==> config.mk <==
export PLATFORM = sky130hd
export DESIGN_NAME = n64_button_event_gen_flat
export DESIGN_NICKNAME = d
export VERILOG_FILES = /design/src/rtl/n64_pkg.sv /design/src/rtl/n64_button_event_gen_if.sv /design/src/rtl/n64_event_fifo.sv /design/src/rtl/n64_button_event_gen.sv /design/src/flat_wrapper.sv
export SDC_FILE = /design/constraint.sdc
export NUM_CORES = 1
export LEC_CHECK = 0
export CORE_MARGIN = 1.5
export CORE_UTILIZATION = 53
export CTS_CLUSTER_DIAMETER = 200
export DETAILED_ROUTE_END_ITERATION = 16
export PLACE_DENSITY_LB_ADDON = 0.08
export SETUP_SLACK_MARGIN = 0.1
export SLEW_MARGIN = 10
export SYNTH_ARGS = -nofsm -noshare
export SYNTH_HDL_FRONTEND = slang
export SYNTH_SLANG_ARGS = --single-unit
export TNS_END_PERCENT = 5
==> constraint.sdc <==
create_clock -name clk -period 2.75 [get_ports clk]
set_input_delay 0.55 -clock clk [delete_from_list [all_inputs] [get_ports clk]]
set_output_delay 0.55 -clock clk [all_outputs]
set_load 0.02 [all_outputs]
==> src/rtl/n64_pkg.sv <==
// Shared codes for the N64 button event generator: event kinds, stick zones,
// button indices and the scanner state encoding.
package n64_pkg;

  localparam logic [1:0] KIND_REL   = 2'b00;
  localparam logic [1:0] KIND_PRESS = 2'b01;
  localparam logic [1:0] KIND_STX   = 2'b10;
  localparam logic [1:0] KIND_STY   = 2'b11;

  typedef enum logic [1:0] {
    ZONE_CENTER = 2'b00,
    ZONE_POS    = 2'b01,
    ZONE_NEG    = 2'b10
  } zone_t;

  typedef enum logic [1:0] {
    ST_IDLE   = 2'b00,
    ST_SCAN   = 2'b01,
    ST_COMMIT = 2'b10
  } state_t;

  localparam int BTN_A     = 0;
  localparam int BTN_B     = 1;
  localparam int BTN_Z     = 2;
  localparam int BTN_START = 3;
  localparam int BTN_UP    = 4;
  localparam int BTN_DOWN  = 5;
  localparam int BTN_LEFT  = 6;
  localparam int BTN_RIGHT = 7;
  localparam int IDX_RSVD0 = 8;
  localparam int IDX_RSVD1 = 9;
  localparam int BTN_L     = 10;
  localparam int BTN_R     = 11;
  localparam int BTN_CU    = 12;
  localparam int BTN_CD    = 13;
  localparam int BTN_CL    = 14;
  localparam int BTN_CR    = 15;

  // Button field as stored (bit 15 = A ... bit 0 = CR); reserved bits 7:6 masked off.
  localparam logic [15:0] BTN_MASK = 16'hFF3F;

  localparam int SCAN_LAST = 17;

  // Widened to 9 bits so that -128 against -DEADZONE compares correctly.
  function automatic zone_t zone_of(input logic [7:0] raw, input int deadzone);
    logic signed [8:0] v;
    logic signed [8:0] th;
    v  = signed'({raw[7], raw});
    th = signed'(9'(deadzone));
    if (v > th)
      return ZONE_POS;
    else if (v < -th)
      return ZONE_NEG;
    else
      return ZONE_CENTER;
  endfunction

endpackage

==> src/rtl/n64_button_event_gen_if.sv <==
// Snapshot input, event stream handshake and status flags of the event generator.
interface n64_button_event_gen_if;

  logic [31:0] button_data;
  logic [7:0]  ev_data;
  logic        ev_valid;
  logic        ev_ready;
  logic        busy;
  logic        overflow;
  logic        clr_overflow;

  modport master (
    input  button_data, ev_ready, clr_overflow,
    output ev_data, ev_valid, busy, overflow
  );

  modport slave (
    output button_data, ev_ready, clr_overflow,
    input  ev_data, ev_valid, busy, overflow
  );

endinterface

==> src/rtl/n64_event_fifo.sv <==
// Show-ahead synchronous FIFO; a push onto a full FIFO is accepted only when a
// pop happens in the same cycle.
module n64_event_fifo #(
  parameter int DEPTH = 16,
  parameter int WIDTH = 8
) (
  input  logic                       clk,
  input  logic                       reset,
  input  logic                       push,
  input  logic [WIDTH-1:0]           push_data,
  input  logic                       pop,
  output logic [WIDTH-1:0]           pop_data,
  output logic                       full,
  output logic                       empty,
  output logic [$clog2(DEPTH):0]     count
);

  localparam int AW = $clog2(DEPTH);

  logic [WIDTH-1:0] mem [DEPTH];
  logic [AW-1:0]    wr_ptr;
  logic [AW-1:0]    rd_ptr;
  logic [AW:0]      count_q;
  logic             do_push;
  logic             do_pop;

  assign empty    = (count_q == '0);
  assign full     = (count_q == (AW+1)'(DEPTH));
  assign count    = count_q;
  assign do_pop   = pop && !empty;
  assign do_push  = push && (!full || do_pop);
  assign pop_data = empty ? '0 : mem[rd_ptr];

  always_ff @(posedge clk) begin
    if (do_push)
      mem[wr_ptr] <= push_data;
  end

  always_ff @(posedge clk or posedge reset) begin
    if (reset) begin
      wr_ptr  <= '0;
      rd_ptr  <= '0;
      count_q <= '0;
    end else begin
      if (do_push)
        wr_ptr <= wr_ptr + 1'b1;
      if (do_pop)
        rd_ptr <= rd_ptr + 1'b1;
      case ({do_push, do_pop})
        2'b10:   count_q <= count_q + 1'b1;
        2'b01:   count_q <= count_q - 1'b1;
        default: count_q <= count_q;
      endcase
    end
  end

endmodule

==> src/rtl/n64_button_event_gen.sv <==
// Compares successive controller snapshots against a committed shadow and
// queues one event per changed button or stick zone, in index order.
module n64_button_event_gen
  import n64_pkg::*;
#(
  parameter int DEPTH    = 16,
  parameter int DEADZONE = 16
) (
  input  logic                  clk,
  input  logic                  reset,
  n64_button_event_gen_if.master bus
);

  logic [31:0] in_reg;
  logic [15:0] in_btn;
  zone_t       in_zx;
  zone_t       in_zy;

  logic [15:0] shadow_btn;
  zone_t       shadow_zx;
  zone_t       shadow_zy;
  logic [15:0] snap_btn;
  zone_t       snap_zx;
  zone_t       snap_zy;

  state_t      state;
  state_t      state_next;
  logic [4:0]  idx;
  logic [3:0]  btn_pos;
  logic        changed;
  logic        latch;
  logic        commit;
  logic        push;
  logic [7:0]  push_data;

  logic        fifo_full;
  logic        fifo_empty;
  logic [$clog2(DEPTH):0] fifo_count;
  logic        pop_accept;
  logic        drop;
  logic        overflow_q;

  assign in_btn  = in_reg[31:16] & BTN_MASK;
  assign in_zx   = zone_of(in_reg[15:8], DEADZONE);
  assign in_zy   = zone_of(in_reg[7:0], DEADZONE);
  assign changed = ((in_btn ^ shadow_btn) != 16'h0000) ||
                   (in_zx != shadow_zx) || (in_zy != shadow_zy);
  assign btn_pos = 4'd15 - idx[3:0];

  always_ff @(posedge clk or posedge reset) begin
    if (reset)
      in_reg <= '0;
    else
      in_reg <= bus.button_data;
  end

  always_ff @(posedge clk or posedge reset) begin
    if (reset)
      state <= ST_IDLE;
    else
      state <= state_next;
  end

  always_comb begin
    state_next = state;
    latch      = 1'b0;
    commit     = 1'b0;
    push       = 1'b0;
    push_data  = 8'h00;
    case (state)
      ST_IDLE: begin
        if (changed) begin
          latch      = 1'b1;
          state_next = ST_SCAN;
        end
      end
      ST_SCAN: begin
        if (idx < 5'd16) begin
          if ((idx != 5'(IDX_RSVD0)) && (idx != 5'(IDX_RSVD1)) &&
              (snap_btn[btn_pos] != shadow_btn[btn_pos])) begin
            push      = 1'b1;
            push_data = {snap_btn[btn_pos] ? KIND_PRESS : KIND_REL, 2'b00, idx[3:0]};
          end
        end else if (idx == 5'd16) begin
          if (snap_zx != shadow_zx) begin
            push      = 1'b1;
            push_data = {KIND_STX, 4'b0000, snap_zx};
          end
        end else begin
          if (snap_zy != shadow_zy) begin
            push      = 1'b1;
            push_data = {KIND_STY, 4'b0000, snap_zy};
          end
        end
        if (idx == 5'(SCAN_LAST))
          state_next = ST_COMMIT;
      end
      ST_COMMIT: begin
        commit     = 1'b1;
        state_next = ST_IDLE;
      end
      default: state_next = ST_IDLE;
    endcase
  end

  // Zones are quantised once at latch time so the scan and commit see one view.
  always_ff @(posedge clk or posedge reset) begin
    if (reset) begin
      idx        <= '0;
      snap_btn   <= '0;
      snap_zx    <= ZONE_CENTER;
      snap_zy    <= ZONE_CENTER;
      shadow_btn <= '0;
      shadow_zx  <= ZONE_CENTER;
      shadow_zy  <= ZONE_CENTER;
    end else begin
      if (latch) begin
        idx      <= '0;
        snap_btn <= in_btn;
        snap_zx  <= in_zx;
        snap_zy  <= in_zy;
      end else if (state == ST_SCAN) begin
        idx <= idx + 1'b1;
      end
      if (commit) begin
        shadow_btn <= snap_btn;
        shadow_zx  <= snap_zx;
        shadow_zy  <= snap_zy;
      end
    end
  end

  n64_event_fifo #(
    .DEPTH (DEPTH),
    .WIDTH (8)
  ) u_fifo (
    .clk       (clk),
    .reset     (reset),
    .push      (push),
    .push_data (push_data),
    .pop       (bus.ev_ready),
    .pop_data  (bus.ev_data),
    .full      (fifo_full),
    .empty     (fifo_empty),
    .count     (fifo_count)
  );

  assign pop_accept = bus.ev_ready && (fifo_count != '0);
  assign drop       = push && fifo_full && !pop_accept;

  // A drop in the same cycle as a clear keeps the flag set.
  always_ff @(posedge clk or posedge reset) begin
    if (reset)
      overflow_q <= 1'b0;
    else if (drop)
      overflow_q <= 1'b1;
    else if (bus.clr_overflow)
      overflow_q <= 1'b0;
  end

  assign bus.ev_valid = !fifo_empty;
  assign bus.busy     = (state != ST_IDLE);
  assign bus.overflow = overflow_q;

endmodule
==> src/flat_wrapper.sv <==
// flat-port wrapper written by rule: the top's interface ports become plain ports
module n64_button_event_gen_flat import n64_pkg::*;
#(
  parameter int DEPTH    = 16,
  parameter int DEADZONE = 16
)
  (clk, reset, bus_button_data, bus_ev_ready, bus_clr_overflow, bus_ev_data, bus_ev_valid, bus_busy, bus_overflow);
  n64_button_event_gen_if bus_i ();
  input  logic clk;
  input  logic reset;
  input wire logic [$bits(bus_i.button_data)-1:0] bus_button_data;
  input wire logic [$bits(bus_i.ev_ready)-1:0] bus_ev_ready;
  input wire logic [$bits(bus_i.clr_overflow)-1:0] bus_clr_overflow;
  output wire logic [$bits(bus_i.ev_data)-1:0] bus_ev_data;
  output wire logic [$bits(bus_i.ev_valid)-1:0] bus_ev_valid;
  output wire logic [$bits(bus_i.busy)-1:0] bus_busy;
  output wire logic [$bits(bus_i.overflow)-1:0] bus_overflow;
  assign bus_i.button_data = bus_button_data;
  assign bus_i.ev_ready = bus_ev_ready;
  assign bus_i.clr_overflow = bus_clr_overflow;
  assign bus_ev_data = bus_i.ev_data;
  assign bus_ev_valid = bus_i.ev_valid;
  assign bus_busy = bus_i.busy;
  assign bus_overflow = bus_i.overflow;
  n64_button_event_gen #(.DEPTH(DEPTH), .DEADZONE(DEADZONE)) u_core (.clk(clk), .reset(reset), .bus(bus_i));
endmodule
Word-level counts from Yosys, hierarchy flattened
Memories as Yosys holds them, arrays and structs flattened.
Cells that the tools add are included.
{"block": "word_totals", "ff_bits": 89, "ramBits": 128, "input_bits": 36, "output_inout_bits": 11, "word_cells": 100, "n_memories": 1}
{"name": "u_core.u_fifo.mem", "words": 16, "word_bits": 8, "read_ports": 1, "rd_clocked_by_memory_dff": 0, "write_ports": 1, "line": "n64_event_fifo.sv:20", "rtl": "logic [WIDTH-1:0] mem [DEPTH];"}
{"block": "classes", "n_addsub": 6, "magnitude_cmp": 6, "eq_ne": 16, "n_mux": 35, "n_bitwise": 1, "reduce_logical": 22}
{"operator": "2-to-1 mux 8 bit", "count": 7}
{"operator": "> comparator 8 x 6 -> 1 bit, second input constant", "count": 2}
{"operator": "less-than comparator 8 x 5 -> 1 bit, second input constant", "count": 2}
{"operator": "2-to-1 mux 1 bit", "count": 16}
{"operator": "nonzero test 16 bit", "count": 1}
{"operator": "bitwise XOR 16 bit", "count": 1}
{"operator": "== test 5 bit, second input constant", "count": 3}
{"operator": "2-to-1 mux 2 bit", "count": 6}
{"operator": "adder 5 x 1 -> 5 bit, second input constant", "count": 2}
{"operator": "2-to-1 mux 5 bit", "count": 2}
{"operator": "!= test 5 x 4 -> 1 bit, second input constant", "count": 2}
{"operator": "case mux 5 bit (2 select lines)", "count": 1}
{"operator": "adder 4 x 1 -> 4 bit, second input constant", "count": 2}
{"operator": "binary-select mux 1 bit (select 4 bit)", "count": 2}
{"operator": "!= test 2 bit", "count": 4}
{"operator": "nonzero test 2 bit", "count": 4}
{"operator": "logical AND 1 bit", "count": 7}
{"operator": "zero test 5 bit", "count": 1}
{"operator": "less-than comparator 4 x 5 -> 1 bit, second input constant", "count": 1}
{"operator": "less-than comparator 5 bit, second input constant", "count": 1}
{"operator": "nonzero test 5 bit", "count": 1}
{"operator": "subtractor 5 x 1 -> 5 bit, second input constant", "count": 1}
{"operator": "== test 2 x 1 -> 1 bit, second input constant", "count": 2}
{"operator": "== test 2 bit, second input constant", "count": 2}
{"operator": "8 further kinds", "count": 13}

Longest topological paths before layout
{"block": "depth", "depth_word": 11, "mapped_depth": 13}

Hierarchy
A second synthesis with hierarchy kept.
{"block": "unflattened", "hier_cells": 549, "area_unflattened_um2": 9091.2}
{"mod": "n64_event_fifo", "instances": 1, "cells_per_inst": 306, "area_per_inst_um2": 5846.9, "seq_area_each_um2": 4169.0}
{"mod": "n64_button_event_gen", "instances": 1, "cells_per_inst": 243, "area_per_inst_um2": 3244.4, "seq_area_each_um2": 1851.8}

Worst setup path after synthesis
OpenSTA, ideal clock, no wires.
{"block": "synth_timing", "kind": "flip-flop to flip-flop", "from": "register u_core.idx[1]", "to": "register u_core.u_fifo.count_q[4] (netlist: u_core.u_fifo.count[4])", "setup_ps": 131, "arrival_ps": 2944, "t_required_ps": 2619, "slack_ps": -325, "stages_incl_launch_ff": 14, "path_buffers": 1, "synth_period_minus_slack_ps": 3075, "cell_sequence": "dfrtp_1 -> buf_6 -> mux4_2 -> mux2i_1 -> xor2_1 -> nand3_2 -> clkinv_2 -> nor4_4 -> xor2_1 -> ha_1 -> or3_1 -> a21oi_1 -> a311o_1 -> o211ai_1"}
{"block": "synth_via", "elab_chain_len": 11}
{"item": "start, declared", "line": "n64_button_event_gen.sv:28", "rtl": "logic [4:0] idx;"}
{"item": "start signal, assigned", "line": "n64_button_event_gen.sv:123", "rtl": "idx <= idx + 1'b1;"}
{"item": "subtractor 4 bit", "line": "n64_button_event_gen.sv:48", "rtl": "assign btn_pos = 4'd15 - idx[3:0];"}
{"item": "binary-select mux 1 bit (select 4 bit)", "line": "n64_button_event_gen.sv:80", "rtl": "(snap_btn[btn_pos] != shadow_btn[btn_pos])) begin"}
{"item": "2-to-1 mux 1 bit (implied by the code)", "line": "n64_button_event_gen.sv:80"}
{"item": "!= test 1 bit", "line": "n64_button_event_gen.sv:80"}
{"item": "logical AND 1 bit", "line": "n64_button_event_gen.sv:79", "rtl": "if ((idx != 5'(IDX_RSVD0)) && (idx != 5'(IDX_RSVD1)) &&"}
{"item": "2-to-1 mux 1 bit", "line": "n64_button_event_gen.sv:79"}
{"item": "2-to-1 mux 1 bit *", "line": "n64_button_event_gen.sv:78", "rtl": "if (idx < 5'd16) begin"}
{"item": "2-to-1 mux 1 bit *", "line": "n64_button_event_gen.sv:70", "rtl": "case (state)"}
{"item": "logical AND 1 bit *", "line": "n64_event_fifo.sv:31", "rtl": "assign do_push = push && (!full || do_pop);"}
{"item": "== test 2 x 1 -> 1 bit / == test 2 bit (equally long branches)", "line": "n64_event_fifo.sv:49", "rtl": "case ({do_push, do_pop})"}
{"item": "case mux 5 bit (2 select lines) / nonzero test 2 bit (equally long branches)"}
{"item": "end signal, assigned", "line": "n64_event_fifo.sv:50", "rtl": "2'b10: count_q <= count_q + 1'b1;"}
{"item": "end signal, assigned", "line": "n64_event_fifo.sv:51", "rtl": "2'b01: count_q <= count_q - 1'b1;"}
{"item": "end signal, assigned", "line": "n64_event_fifo.sv:52", "rtl": "default: count_q <= count_q;"}
{"item": "end, declared", "line": "n64_event_fifo.sv:23", "rtl": "logic [AW:0] count_q;"}
Mark *: on every way between the ends. The rest lies on a longest branch, timed or not. The select of a mux whose other input is x is not followed.
A chain may end at the register's enable or synchronous reset.

Worst setup path after layout
{"block": "layout_timing", "from": "register u_core.u_fifo.rd_ptr[0]", "to": "output bus_ev_data[2]"}
{"block": "layout_via", "elab_chain_len": 2}
{"item": "start, declared", "line": "n64_event_fifo.sv:22", "rtl": "logic [AW-1:0] rd_ptr;"}
{"item": "start signal, assigned", "line": "n64_event_fifo.sv:48", "rtl": "rd_ptr <= rd_ptr + 1'b1;"}
{"item": "memory (16 x 8 bit)"}
{"item": "2-to-1 mux 8 bit", "line": "n64_event_fifo.sv:32", "rtl": "assign pop_data = empty ? '0 : mem[rd_ptr];"}
{"item": "end, declared", "line": "flat_wrapper.sv:14", "rtl": "output wire logic [$bits(bus_i.ev_data)-1:0] bus_ev_data;"}
Every way passes these cells.

==> impl_metrics.env <==
export IMPL_ir_worst_vdd_mv=0.656
export IMPL_setup_viol=25
export IMPL_yosysWarnings=0
export IMPL_clock_sinks=183
export IMPL_firstDrtPassIters=4
export IMPL_cts_tree="yes"
export IMPL_nets=656
export IMPL_largest_reg_flops=96
export IMPL_dp_cells=767
export IMPL_dp_slack_ns=-0.361
export IMPL_port_buffers=42
export IMPL_gp_congestion=0.815
export IMPL_cts_made_buffers=17
export IMPL_r2r_start="u_core.idx[1]"
export IMPL_synthDistinctLibCells=68
export IMPL_cp_num_buf_inv=3
export IMPL_cp_end_kind="output port"
export IMPL_worstMarginPinSlew_ns=1.02
export IMPL_cts_buffer_depth=2
export IMPL_violations="negative setup slack"
export IMPL_outcome="finished with violations"
export IMPL_reg2reg_to="u_core.u_fifo.count[4]"
export IMPL_ctsHoldBuffers=0
export IMPL_core_area_um2=14500
export IMPL_post_drt_wl_per_cell_um=19.5
export IMPL_synth_top_family_by_area="multiplexers"
export IMPL_cts_root_buf="clkbuf_16"
export IMPL_die_h_um=125
export IMPL_synth_fa_ha_area_frac=0.0159
export IMPL_htreeDepth=4
export IMPL_drt_wl_total_mm=15.7
export IMPL_grt_pass1_vias=4840
export IMPL_synth_largest_area_cell="edfxtp_1"
export IMPL_syn_area_um2=7860
export IMPL_cp_common_cell="mux4_2"
export IMPL_grt_ovfl_total=0
export IMPL_path_class="reg -> out"
export IMPL_grt_total_usage=0.220
export IMPL_hold_viol_final=0
export IMPL_yosys_area_share_simple=0.0767
export IMPL_synthTopCellsByArea="edfxtp_1, dfrtp_1, mux4_2"
export IMPL_max_slew_margin_rel=0.318
export IMPL_grt_antenna_before_repair=0
export IMPL_pin_count=47
export IMPL_crit_chain="buf_6 > buf_16 > mux4_2 > mux4_2 > nor2b_1 > buf_2"
export IMPL_holdWs_ns=0.407
export IMPL_drc_errors=0
export IMPL_die_w_um=125
export IMPL_synthXorXnorAreaFrac=0.0366
export IMPL_startpoint_type="flop"
export IMPL_critical_path_top_delay_family="multiplexers"
export IMPL_critical_path_cell_count=6
export IMPL_ant_nets=0
export IMPL_total_power_uw=12400
export IMPL_synth_compound_area_frac=0.0462
export IMPL_slowest_delay_ns=0.53
export IMPL_clk_pin_slew_worst_paths_ns=0.07
export IMPL_cap_violations=0
export IMPL_rrSetupSlack_ns=-0.23
export IMPL_synthToLayoutAreaGrowth_pct=26.5
export IMPL_drtIter0Drc=334
export IMPL_diodes=0
export IMPL_synth_seq_cells=183
export IMPL_power_leakage_uw=0.00388
export IMPL_synth_common_cells="edfxtp_1, dfrtp_1, mux2_2, mux4_2, xnor2_1"
export IMPL_synthMuxAreaShare=0.156
export IMPL_rsz0062_at_grt="true"
export IMPL_drv_slew=0
export IMPL_hpwl_mm=10.6
export IMPL_synth_top_flop_cell="edfxtp_1"
export IMPL_rows=44
export IMPL_crit_slowest_cell="mux4_2"
export IMPL_drive_above_1_share=0.372
export IMPL_synth_avg_cell_area_um2=16.3
export IMPL_path_max_fanout=6
export IMPL_synth_edff_count=96
export IMPL_dieArea_um2=15600
export IMPL_grt_pass1_wl_mm=25.9
export IMPL_cp_required_ns=2.20
export IMPL_async_reset_ff_frac=0.475
export IMPL_pwr_density_cell_nw_per_um2=1250
export IMPL_min_path_type="in -> async"
export IMPL_cp_arrival_ns=2.44
export IMPL_yosysSeqAreaShare=0.644
export IMPL_finalSetupTns_ns=-1.79
export IMPL_synth_most_common_cell="edfxtp_1"
export IMPL_ff2ff_path_depth=12
export IMPL_num_vias=4467
export IMPL_min_period_ns=2.99
export IMPL_clkLatencyLatePin_ns=0.44
export IMPL_netlist_area_leader_share=0.367
export IMPL_vias_per_cell=5.54
export IMPL_skew_ns=0.0204
export IMPL_grt_max_degree=49
export IMPL_fin_crit_sh=1.09
export IMPL_fin_ws_ns=-0.240
export IMPL_syn_inst=482
export IMPL_instances_no_fill=807
export IMPL_fmax_mhz=334
export IMPL_start_util=0.543
-- cell type report --
type                            count  area, µm²
Inverter                           12       51.3
Fill cell                         992       4540
Clock inverter                     13        149
Multi-Input combinational cell    264       2700
Timing Repair Buffer              132       1320
Clock buffer                       19        433
Sequential cell                   183       5060
Tap cell                          184        230
-- per-stage QoR --
step / instance area (µm²) / utilization
6_report: 9940 / 0.687
5_1_grt: 9940 / 0.687
4_1_cts: 9890 / 0.683
3_5_place_dp: 9110 / 0.629
3_3_place_gp: 9110 / 0.629
2_1_floorplan: 7880 / -
-- metal layers --
metal	part of all wire	track usage	vias up
met5	0	0	-
met2	0.53	0.387	84
met3	0.031	0.0550	23
li1	-	-	2101
met4	0.027	0.0872	0
met1	0.41	0.260	2259
-- power breakdown --
group / total (µW) / switching, µW / internal [µW] / leakage, µW
Combinational: 5700 / 2690 / 3010 / 0.00170
Clock: 2400 / 1050 / 1350 / 0.000270
Sequential: 4300 / 431 / 3870 / 0.00191
-- placed cells by master (no fill, tap or decap), drive strengths merged, types with 3 or more instances in the layout --
| cell | n |
|---|---|
| clkinv | 5 |
| a31oi | 4 |
| nor2 | 10 |
| mux2i | 8 |
| mux4 | 34 |
| and4b | 8 |
| dfrtp | 87 |
| a21oi | 8 |
| clkinvlp | 5 |
| mux2 | 33 |
| nand2b | 3 |
| nand2 | 21 |
| nor2b | 8 |
| and4 | 4 |
| xnor2 | 25 |
| nand4 | 6 |
| o41ai | 3 |
| buf | 96 |
| o21ai | 13 |
| edfxtp | 96 |
| nor4 | 4 |
| clkbuf | 19 |
| inv | 13 |
| nor3 | 4 |
| clkdlybuf4s50 | 35 |
| or3 | 4 |
| and3 | 6 |
| and2 | 6 |
| ha | 10 |
| xor2 | 7 |
| nand3 | 6 |
-- worst register-to-register path: stages, from the launching register on --
cell	delay, ns
dfrtp_2	0.46
buf_6	0.17
mux2i_1	0.15
or3_4	0.36
o211a_2	0.16
o21a_4	0.21
nor4_4	0.29
xor2_1	0.13
ha_2	0.20
or3_1	0.32
a21oi_2	0.15
a41oi_1	0.13
o211ai_1	0.17
-- worst max-delay path by stage --
stage	from	slack, ns	end
2_1_floorplan	u_core.idx[1]	-0.28	u_core.u_fifo.count[4]
3_3_place_gp	u_core.idx[1]	-0.25	u_core.u_fifo.count[4]
3_5_place_dp	u_core.idx[1]	-0.36	u_core.u_fifo.count[4]
4_1_cts	u_core.u_fifo.rd_ptr[0]	-0.24	bus_ev_data[0]
5_1_grt	u_core.idx[1]	-0.39	u_core.u_fifo.count[4]
6_report	u_core.u_fifo.rd_ptr[0]	-0.24	bus_ev_data[2]
-- cells by family (layout without fill, tap and decap cells) --
group                    Yosys count  count (layout)
AO/OA/AOI/OAI                     50              50
XOR/XNOR                          32              32
adder cells (fa/ha/maj)           10              10
buffers and inverters             36             176
flip-flops                       183             183
multiplexers                      75              75
other                              1               2
AND/OR/NAND/NOR                   95              95
-- timing repair --
action	in CTS	in global routing
endpoints found under the setup margin	158	157
gates resized for setup	67	14
pin swaps	8	0
buffers inserted	4	1
cloned	3	0
Note: power is estimated with default switching activity, not from simulation.
